$ cat src/rtl/lsu_pkg.sv
// Shared encodings for the load/store unit: access sizes, FSM states and
// the request legality check used at acceptance.
package lsu_pkg;

   localparam logic [1:0] SZ_BYTE = 2'b00;
   localparam logic [1:0] SZ_HALF = 2'b01;
   localparam logic [1:0] SZ_WORD = 2'b10;

   typedef enum logic [1:0] {
      IDLE = 2'd0,
      RD   = 2'd1,
      WR   = 2'd2,
      RESP = 2'd3
   } state_t;

   // True for a misaligned halfword/word or for the reserved size code.
   function automatic logic is_bad_req(input logic [1:0] size, input logic [1:0] offset);
      logic bad;
      case (size)
         SZ_BYTE: bad = 1'b0;
         SZ_HALF: bad = offset[0];
         SZ_WORD: bad = (offset != 2'b00);
         default: bad = 1'b1;
      endcase
      return bad;
   endfunction

endpackage

$ cat src/rtl/lsu_align.sv
// Lane steering for the load/store unit: extracts and extends load data from
// a memory word and merges sub-word store data into a read-back word.
module lsu_align
   import lsu_pkg::*;
#(
   parameter bit BIG_ENDIAN = 1'b1
) (
   input  logic [31:0] word,
   input  logic [1:0]  offset,
   input  logic [1:0]  size,
   input  logic        is_unsigned,
   input  logic [31:0] store_data,
   output logic [31:0] load_data,
   output logic [31:0] store_word
);

   logic [1:0]  byte_lane;
   logic [1:0]  half_lane;
   logic [31:0] byte_shift;
   logic [31:0] half_shift;
   logic [7:0]  byte_val;
   logic [15:0] half_val;

   // half_lane is the lower of the two byte lanes a halfword occupies.
   always_comb begin
      byte_lane = BIG_ENDIAN ? (2'd3 - offset) : offset;
      half_lane = BIG_ENDIAN ? (2'd2 - {offset[1], 1'b0}) : {offset[1], 1'b0};
   end

   assign byte_shift = word >> {byte_lane, 3'b000};
   assign half_shift = word >> {half_lane, 3'b000};
   assign byte_val   = byte_shift[7:0];
   assign half_val   = half_shift[15:0];

   always_comb begin
      load_data = word;
      case (size)
         SZ_BYTE: load_data = is_unsigned ? {24'h0, byte_val} : {{24{byte_val[7]}}, byte_val};
         SZ_HALF: load_data = is_unsigned ? {16'h0, half_val} : {{16{half_val[15]}}, half_val};
         default: load_data = word;
      endcase
   end

   generate
      for (genvar gi = 0; gi < 4; gi++) begin : g_lane
         localparam logic [1:0] LANE = 2'(gi);
         logic [7:0] merged;

         always_comb begin
            merged = word[8*gi +: 8];
            case (size)
               SZ_BYTE: begin
                  if (byte_lane == LANE) merged = store_data[7:0];
               end
               SZ_HALF: begin
                  if (half_lane == LANE)              merged = store_data[7:0];
                  else if ((half_lane + 2'd1) == LANE) merged = store_data[15:8];
               end
               SZ_WORD: merged = store_data[8*gi +: 8];
               default: merged = word[8*gi +: 8];
            endcase
         end

         assign store_word[8*gi +: 8] = merged;
      end
   endgenerate

endmodule

$ cat src/rtl/load_store_unit.sv
// Multi-cycle load/store initiator for a word-addressed data memory; sub-word
// stores are done as read-modify-write.
module load_store_unit
   import lsu_pkg::*;
#(
   parameter bit BIG_ENDIAN = 1'b1
) (
   input  logic        clk,
   input  logic        rst_n,
   input  logic        req_valid,
   output logic        req_ready,
   input  logic        req_write,
   input  logic [1:0]  req_size,
   input  logic        req_unsigned,
   input  logic [31:0] req_addr,
   input  logic [31:0] req_wdata,
   output logic        resp_valid,
   output logic        resp_err,
   output logic [31:0] resp_rdata,
   output logic [31:0] mem_addr,
   output logic [31:0] mem_wdata,
   input  logic [31:0] mem_rdata,
   output logic        mem_read,
   output logic        mem_write
);

   state_t      state_reg;
   state_t      state_next;
   logic        write_reg;
   logic        unsigned_reg;
   logic        err_reg;
   logic [1:0]  size_reg;
   logic [31:0] addr_reg;
   logic [31:0] wdata_reg;
   logic [31:0] buf_reg;
   logic        accept;
   logic        bad;
   logic [31:0] load_data;
   logic [31:0] store_word;

   assign accept = req_valid && (state_reg == IDLE);
   assign bad    = is_bad_req(req_size, req_addr[1:0]);

   always_ff @(posedge clk) begin
      if (!rst_n) state_reg <= IDLE;
      else        state_reg <= state_next;
   end

   always_ff @(posedge clk) begin
      if (!rst_n) begin
         write_reg    <= 1'b0;
         unsigned_reg <= 1'b0;
         err_reg      <= 1'b0;
         size_reg     <= SZ_BYTE;
         addr_reg     <= 32'h0;
         wdata_reg    <= 32'h0;
         buf_reg      <= 32'h0;
      end else begin
         if (accept) begin
            write_reg    <= req_write;
            unsigned_reg <= req_unsigned;
            err_reg      <= bad;
            size_reg     <= req_size;
            addr_reg     <= req_addr;
            wdata_reg    <= req_wdata;
         end
         if (state_reg == RD) buf_reg <= mem_rdata;
      end
   end

   lsu_align #(
      .BIG_ENDIAN (BIG_ENDIAN)
   ) u_align (
      .word        (buf_reg),
      .offset      (addr_reg[1:0]),
      .size        (size_reg),
      .is_unsigned (unsigned_reg),
      .store_data  (wdata_reg),
      .load_data   (load_data),
      .store_word  (store_word)
   );

   // Enables are gated by rst_n so a reset landing in WR cancels the negedge commit.
   always_comb begin
      state_next = state_reg;
      req_ready  = 1'b0;
      resp_valid = 1'b0;
      resp_err   = 1'b0;
      resp_rdata = 32'h0;
      mem_addr   = 32'h0;
      mem_wdata  = 32'h0;
      mem_read   = 1'b0;
      mem_write  = 1'b0;
      case (state_reg)
         IDLE: begin
            req_ready = 1'b1;
            if (req_valid) begin
               if (bad)                                   state_next = RESP;
               else if (req_write && req_size == SZ_WORD) state_next = WR;
               else                                       state_next = RD;
            end
         end
         RD: begin
            mem_read   = rst_n;
            mem_addr   = {addr_reg[31:2], 2'b00};
            state_next = write_reg ? WR : RESP;
         end
         WR: begin
            mem_write  = rst_n;
            mem_addr   = {addr_reg[31:2], 2'b00};
            mem_wdata  = store_word;
            state_next = RESP;
         end
         RESP: begin
            resp_valid = 1'b1;
            resp_err   = err_reg;
            if (!err_reg && !write_reg) resp_rdata = load_data;
            state_next = IDLE;
         end
         default: state_next = IDLE;
      endcase
   end

endmodule

$ cat config.mk
export PLATFORM = sky130hd
export DESIGN_NAME = load_store_unit
export DESIGN_NICKNAME = d
export VERILOG_FILES = /design/src/rtl/lsu_pkg.sv /design/src/rtl/lsu_align.sv /design/src/rtl/load_store_unit.sv
export SDC_FILE = /design/constraint.sdc
export NUM_CORES = 1
export LEC_CHECK = 0
export BUFFER_PORTS_ARGS = -buffer_cell sky130_fd_sc_hd__buf_2
export CORE_ASPECT_RATIO = 2
export CORE_MARGIN = 3
export CORE_UTILIZATION = 45
export CTS_BUF_LIST = sky130_fd_sc_hd__clkbuf_16
export DETAILED_ROUTE_END_ITERATION = 7
export PLACE_DENSITY = 0.76
export SLEW_MARGIN = 40
export SYNTH_ARGS = -nofsm -noshare
export SYNTH_HDL_FRONTEND = slang
export SYNTH_SLANG_ARGS = --single-unit
$ cat constraint.sdc
create_clock -name clk -period 2.2 [get_ports clk]
set_clock_uncertainty 0.15 [all_clocks]
set_input_delay 0.11 -clock clk [delete_from_list [all_inputs] [get_ports clk]]
set_output_delay 0.11 -clock clk [all_outputs]
set_load 0.05 [all_outputs]
==> flow_metrics.py, run 1 <==
metrics = {
    "floorplan": {
        "dieArea_mm2": 0.01356,
        "core_area_mm2": 0.01177,
        "die_y_um": 161.7,
        "dieWidth_um": 83.86,
        "io_pins": 204,
        "row_count": 56,
        "initial_core_util_pct": 46.34,
    },
    "grt": {
        "gr-total-overflow": 0,
        "grt_pass1_vias": 6503,
        "grt_max_degree": 73,
        "grt_pass1_wl_um": 33690,
        "grt_usage_pct": 31.27,
        "antenna_found_initial": 1,
    },
    "logic_synthesis": {
        "syn_inst": 722,
        "ys_warn_count": 0,
        "synthFlopType": "dfxtp_1",
        "synthAdderAreaFrac_pct": 0.9174,
        "synth_edf_count": 0,
        "syn_area_mm2": 0.005455,
        "async_flop_share_pct": 0,
        "syn_avg_cell_area_um2": 7.556,
        "synth_simple_gate_area_share_pct": 25.34,
        "synth-xor-area-share_pct": 0,
        "synth_compound_area_share_pct": 20.53,
        "synth-seq-area-share_pct": 37.80,
        "synth_top_family_by_area": "simple AND/OR/NAND/NOR gates",
        "muxShareOfSynthArea_pct": 9.954,
        "yosysUniqueCellTypes": 47,
        "synth-seq-cells": 103,
    },
    "clock_network": {
        "clock_latency_ns": 0.35,
        "clock_path_buffers": 2,
        "cts_sinks": 103,
        "clk_pin_slew_ns": 0.07,
        "cts_max_level": 3,
        "ctsRootBufferMaster": "clkbuf_16",
        "cts_buffers": 9,
        "cts_tree": "built",
    },
    "pwr": {
        "p_int_mw": 4.701,
        "powerDensity_mw_per_mm2": 949.5,
        "peakVddDrop_mv": 0.9653,
        "seqPwrFrac_pct": 32.2,
        "switching_share_pct": 44.39,
        "power_mw": 8.454,
        "clock_power_share_pct": 19.5,
        "combPwrFrac_pct": 48.4,
        "power.switching_mw": 3.753,
        "leakagePower_nw": 3.742,
    },
    "setup_path": {
        "required_ns": 1.94,
        "cp-end-kind": "primary output",
        "arrival_ns": 2.00,
        "critPathMaxFanout": 7,
        "worstSetupPathType": "flop to primary output",
        "start_kind": "flop",
    },
    "route": {
        "first_iter_violations": 779,
        "drc_errors": 0,
        "ant_nets": 0,
        "via_per_inst": 5.636,
        "vias": 6617,
        "routedWlPerCell_um": 19.25,
        "firstDrtPassIters": 8,
        "wirelength_um": 22600,
    },
    "timing": {
        "finalCritPeriodShare_pct": 102.8,
        "setup_slack_ns": -0.06248,
        "rsz0062_at_grt": "yes",
        "fin_hold_ws_ns": 0.3006,
        "fmax_mhz": 442.0,
        "hold_viol": 0,
        "drv_slew": 0,
        "min_period_ns": 2.262,
        "setup-violations-final": 23,
    },
    "placement": {
        "place_inst": 1043,
        "routabilityCongestion": 0.9180,
        "dp_hpwl_um": 13820,
        "io_buffer_count": 201,
    },
    "worst_hold_path": {
        "hold_path_class": "flop to flop",
    },
    "run_status": {
        "violations": "negative setup slack",
        "status": "finished with violations",
    },
    "layout": {
        "drive_gt1_share_pct": 34.63,
        "n_fill_cell": 801,
        "final_nets": 1130,
        "syn_to_final_growth_pct": 63.21,
        "fin_cells": 1174,
    },
    "run": {
        "drv_cap": 0,
    },
}
==> cell families (layout without fill, tap and decap cells) <==
| kind of cell | after synthesis | in the layout |
|---|---|---|
| AO/OA/AOI/OAI | 175 | 175 |
| adder cells (fa/ha/maj) | 4 | 4 |
| buffers and inverters | 68 | 373 |
| flip-flops | 103 | 103 |
| multiplexers | 53 | 53 |
| other | 1 | 3 |
| AND/OR/NAND/NOR | 318 | 318 |
==> power by group through the flow <==
stage | Clock (mW) | Sequential [mW] | Combinational [mW]
finish | 1.65 | 2.72 | 4.09
global route | 1.73 | 2.75 | 4.35
CTS | 1.67 | 2.69 | 3.82
detailed placement | 0 | 2.70 | 3.49
global placement | 0 | 2.69 | 3.45
floorplan | 0 | 2.51 | 2.58
==> worst paths after layout <==
check                             from                   endpoint  slack [ns]  depth (start not counted)
max           size_reg[1]$_SDFFE_PN0P_              resp_rdata[8]       -0.06                          5
min          addr_reg[23]$_SDFFE_PN0P_  addr_reg[23]$_SDFFE_PN0P_        0.30                          2
max reg2reg  state_reg[0]$_SDFFE_PN0P_  state_reg[1]$_SDFFE_PN0P_        0.35                          6
min reg2reg  addr_reg[23]$_SDFFE_PN0P_  addr_reg[23]$_SDFFE_PN0P_        0.30                          2
==> layout make-up <==
class | instances | area [um2] | area share [%]
tap | 145 | 181.4 | 2.038
antenna | 1 | 2.502 | 0.02811
clock buffer | 9 | 225.2 | 2.530
timing repair buffer | 348 | 2884 | 32.39
sequential | 103 | 2079 | 23.36
clock inverter | 7 | 71.32 | 0.8010
multi-input combinational | 552 | 3418 | 38.39
inverter | 9 | 41.29 | 0.4637
==> synthesized netlist by cell type (10+ instances only) <==
cell type	number	area share, %
nand2_1	202	14
dfxtp_1	103	38
a21oi_1	86	7.9
nor2_1	46	3.2
mux2i_1	43	7.9
and2_1	34	3.9
clkbuf_1	34	2.3
a22oi_1	16	2.2
buf_2	16	1.5
o21ai_1	13	1.2
a222oi_1	12	2.2
o21ai_0	12	1.1
mux2_2	10	2.1
nor2b_1	10	1.1
==> metrics by stage <==
| step | worst slack, ns | util (%) | area (um2) | setup TNS [ns] |
|---|---|---|---|---|
| after CTS | -0.03814 | 72.69 | 8557 | -0.1361 |
| after global routing | -0.1327 | 75.64 | 8904 | -2.160 |
| final | -0.06248 | 75.64 | 8904 | -0.4682 |
| after floorplan | -0.02149 | - | 5557 | -0.04297 |
| after global placement | 0.08431 | 58.29 | 6862 | 0 |
| after detailed placement | 0.08622 | 58.29 | 6862 | 0 |
==> repair_timing <==
| item | CTS | global route |
|---|---|---|
| pin swaps | 7 | 14 |
| endpoints found under the setup margin | 57 | 62 |
| gates cloned | 1 | 1 |
| buffers inserted | 3 | 8 |
| hold endpoints to repair | 102 | 0 |
| hold buffers | 102 | 0 |
| resized for setup | 101 | 84 |
==> worst max-delay path, stage by stage (launching register included) <==
cell and delay (ns):
dfxtp_4 0.36, or3_4 0.38, o22ai_4 0.27, a21oi_4 0.18, a221oi_4 0.26, buf_6 0.19
==> layer usage <==
layer  share of wire (%)  global-route usage (%)  wire [um]
met5                   0                       0          0
met4                 7.7                   21.82       1731
met3                 6.1                   4.619       1389
met2                  52                   56.85      11840
met1                  34                   32.27       7635
==> layout by cell type, fill, tap and decap left out, types with 6 or more instances in the layout <==
cell,instances
buf_6,35
dfxtp_1,97
mux2i_1,40
a222oi_1,12
and2_1,33
nand2_1,184
nand2_2,16
inv_1,8
a21oi_1,79
nor2b_1,9
buf_8,11
o21ai_1,6
nand3_1,8
a22oi_1,14
buf_12,12
o21ai_0,12
clkbuf_16,10
dlygate4sd3_1,102
o21ai_2,6
buf_2,146
nor2_2,10
nor2_1,36
a21boi_2,6
buf_4,38
a21oi_2,8
mux2_2,10
Power figures use the tool's default switching activity.
==> inputs of run 2 (changes only) <==
PLACE_DENSITY = 0.75   (was 0.76)
SKIP_LAST_GASP = 1   (was not set)
SYNTH_HIERARCHICAL = 1   (was not set)
==> run 2 against run 1 <==
Effect of this change: critical path type unchanged; largest cell class unchanged; cell count rose by 1.2%; the run still ends with negative setup slack left; via count rose by 1.5%; cell area rose by 1.7%.
==> flow_metrics.py, run 2 <==
metrics = {
    "logic_synthesis": {
        "syn_avg_cell_area_um2": 7.758,
        "yosysMostFrequentCell": "nand2_1",
        "yosys.area.top_type": "dfxtp_1",
        "synth_edf_count": 0,
        "ys_warn_count": 6,
        "synth_top_area_share_pct": 35.82,
        "synth_area_leaders": "dfxtp_1, nand2_1, and2_1, mux2i_1, a21oi_1",
        "syn_inst": 742,
        "yosysUniqueCellTypes": 44,
        "synth_compound_area_share_pct": 17.89,
        "synth-seq-area-share_pct": 35.82,
        "synth-seq-cells": 103,
        "synth_top_family_by_area": "simple AND/OR/NAND/NOR gates",
        "synth-xor-area-share_pct": 0,
        "muxShareOfSynthArea_pct": 8.868,
        "syn_area_mm2": 0.005757,
        "synthAdderAreaFrac_pct": 1.087,
        "synth_simple_gate_area_share_pct": 29.52,
        "synth_common_cells": "nand2_1, dfxtp_1, and2_1",
        "async_flop_share_pct": 0,
        "synthFlopType": "dfxtp_1",
    },
    "worst_hold_path": {
        "min_path_cells": 4,
        "hold_path_class": "input port to flop",
    },
    "clock_network": {
        "cts_buffers": 9,
        "clock_latency_ns": 0.35,
        "cts_tree": "built",
        "clock_path_buffers": 2,
        "cts_sinks": 103,
        "clk_pin_slew_ns": 0.07,
        "cts_max_level": 3,
        "ctsRootBufferMaster": "clkbuf_16",
    },
    "route": {
        "via_per_inst": 5.655,
        "routedWlPerCell_um": 19.37,
        "first_iter_violations": 642,
        "wl_met2_um": 12160,
        "vias": 6718,
        "ant_nets": 0,
        "topRoutingLayerUsed": "met4",
        "met1_length_um": 7530,
        "drc_errors": 0,
        "wirelength_um": 23020,
        "wl_met3_um": 1373,
        "firstDrtPassIters": 7,
    },
    "setup_path": {
        "start_kind": "flop",
        "cp_common_cell": "buf_6",
        "crit_chain": "buf_6 > o21ai_1 > nand2b_1 > and2_4 > mux2_2 > and2_1 > buf_6",
        "max_stage_delay_ns": 0.40,
        "worst-r2r-cell-count": 6,
        "worstSetupPathType": "flop to primary output",
        "arrival_ns": 2.04,
        "cp_slowest_cell": "dfxtp_4",
        "cp-end-kind": "primary output",
        "critPathMaxFanout": 8,
        "required_ns": 1.94,
    },
    "pwr": {
        "power.switching_mw": 3.658,
        "seqPwrFrac_pct": 32.1,
        "combPwrFrac_pct": 49.1,
        "p_int_mw": 4.805,
        "switching_share_pct": 43.22,
        "peakVddDrop_mv": 0.6612,
        "powerDensity_mw_per_mm2": 934.5,
        "clock_power_share_pct": 18.8,
        "leakagePower_nw": 4.152,
    },
    "timing": {
        "finalSetupTns_ns": -1.483,
        "fin_hold_ws_ns": 0.1157,
        "finalCritPeriodShare_pct": 104.7,
        "min_period_ns": 2.303,
        "tightest_slew_ns": 0.6026,
        "rsz0062_at_grt": "yes",
        "slew_headroom_pct": 59.77,
        "setup_slack_ns": -0.1027,
        "fmax_mhz": 434.3,
        "setup-violations-final": 39,
        "hold_viol": 0,
        "drv_slew": 0,
    },
    "layout": {
        "final_common_cell": "nand2_1",
        "final_nets": 1142,
        "syn_to_final_growth_pct": 57.31,
        "layout_common_cells": "nand2_1, buf_2, dlygate4sd3_1",
        "n_fill_cell": 881,
        "fin_util_pct": 73.40,
        "drive_gt1_share_pct": 31.57,
        "fin_cells": 1188,
    },
    "floorplan": {
        "initial_core_util_pct": 46.66,
        "die_y_um": 166.0,
        "row_count": 57,
        "io_pins": 204,
        "dieWidth_um": 85.98,
        "dieArea_mm2": 0.01427,
        "core_area_mm2": 0.01234,
    },
    "placement": {
        "routabilityCongestion": 0.9243,
        "place_inst": 1062,
        "io_buffer_count": 201,
        "dp_hpwl_um": 14510,
    },
    "run": {
        "drv_cap": 0,
    },
    "grt": {
        "grt_pass1_vias": 6678,
        "grt_usage_pct": 30.64,
        "gr-total-overflow": 0,
        "grt_pass1_wl_um": 34370,
        "grt_max_degree": 42,
        "antenna_found_initial": 2,
    },
    "run_status": {
        "violations": "negative setup slack",
        "status": "finished with violations",
    },
}
## run 2: cell type report
class	count	area, um2	area share, %
clock inverters	7	66.31	0.7322
flip-flops and latches	103	2074	22.91
repair buffers	344	2904	32.07
inverters	14	52.55	0.5803
diodes	2	5.005	0.05526
clock buffers	9	225.2	2.487
multi-input cells	562	3545	39.14
well taps	147	183.9	2.031
## run 2: power by group through the flow
stage,Combinational (mW),Sequential [mW],Clock [mW]
after global placement,3.50,2.69,0
after detailed placement,3.54,2.70,0
after floorplan,2.71,2.50,0
after global routing,4.44,2.73,1.71
after CTS,3.90,2.67,1.63
final,4.16,2.71,1.59
## run 2: what timing repair did
action / CTS / global route
setup endpoints to repair: 64 / 64
buffers inserted: 5 / 2
hold endpoints to repair: 103 / 0
pin swaps: 13 / 10
gates cloned: 0 / 1
hold buffers: 101 / 0
resized for setup: 141 / 73
## run 2: worst max-delay path, delay by kind of cell, from the launching register on
family          cells  cell delay, ns
mux                 1            0.36
buf+inv             2            0.29
compound gates      1            0.08
flops               1            0.40
simple gates        3            0.57
## run 2: cell families (layout without fill, tap and decap cells)
family / Yosys count / after routing
DFF: 103 / 103
muxes: 50 / 50
buffers and inverters: 78 / 374
and+or+nand+nor: 358 / 358
other: 1 / 4
adders and majority gates: 5 / 5
AOI/OAI and AO/OA: 147 / 147
## run 2: final timing paths
path                        startpoint                         end  slack [ns]
max           size_reg[0]$_SDFFE_PN0P_                mem_wdata[6]       -0.10
min                          req_valid   state_reg[0]$_SDFFE_PN0P_        0.12
max reg2reg  state_reg[0]$_SDFFE_PN0P_  wdata_reg[25]$_SDFFE_PN0P_        0.39
min reg2reg  addr_reg[26]$_SDFFE_PN0P_   addr_reg[26]$_SDFFE_PN0P_        0.30
## run 2: stage by stage
step                      area [um2]  power, mW  setup slack (ns)
final                           9056      8.463           -0.1027
after global routing            9056      8.876           -0.1529
after CTS                       8788      8.199          -0.02603
after detailed placement        6993      6.236           -0.1202
after global placement          6993      6.190          -0.01761
after floorplan                 5761      5.218            0.1070
## run 2: metal layers
| layer | GRT usage, % | up-vias |
|---|---|---|
| met1 | 29.59 | 3122 |
| li1 | - | 3087 |
| met3 | 5.263 | 126 |
| met5 | 0 | - |
| met4 | 23.91 | 0 |
| met2 | 55.06 | 383 |
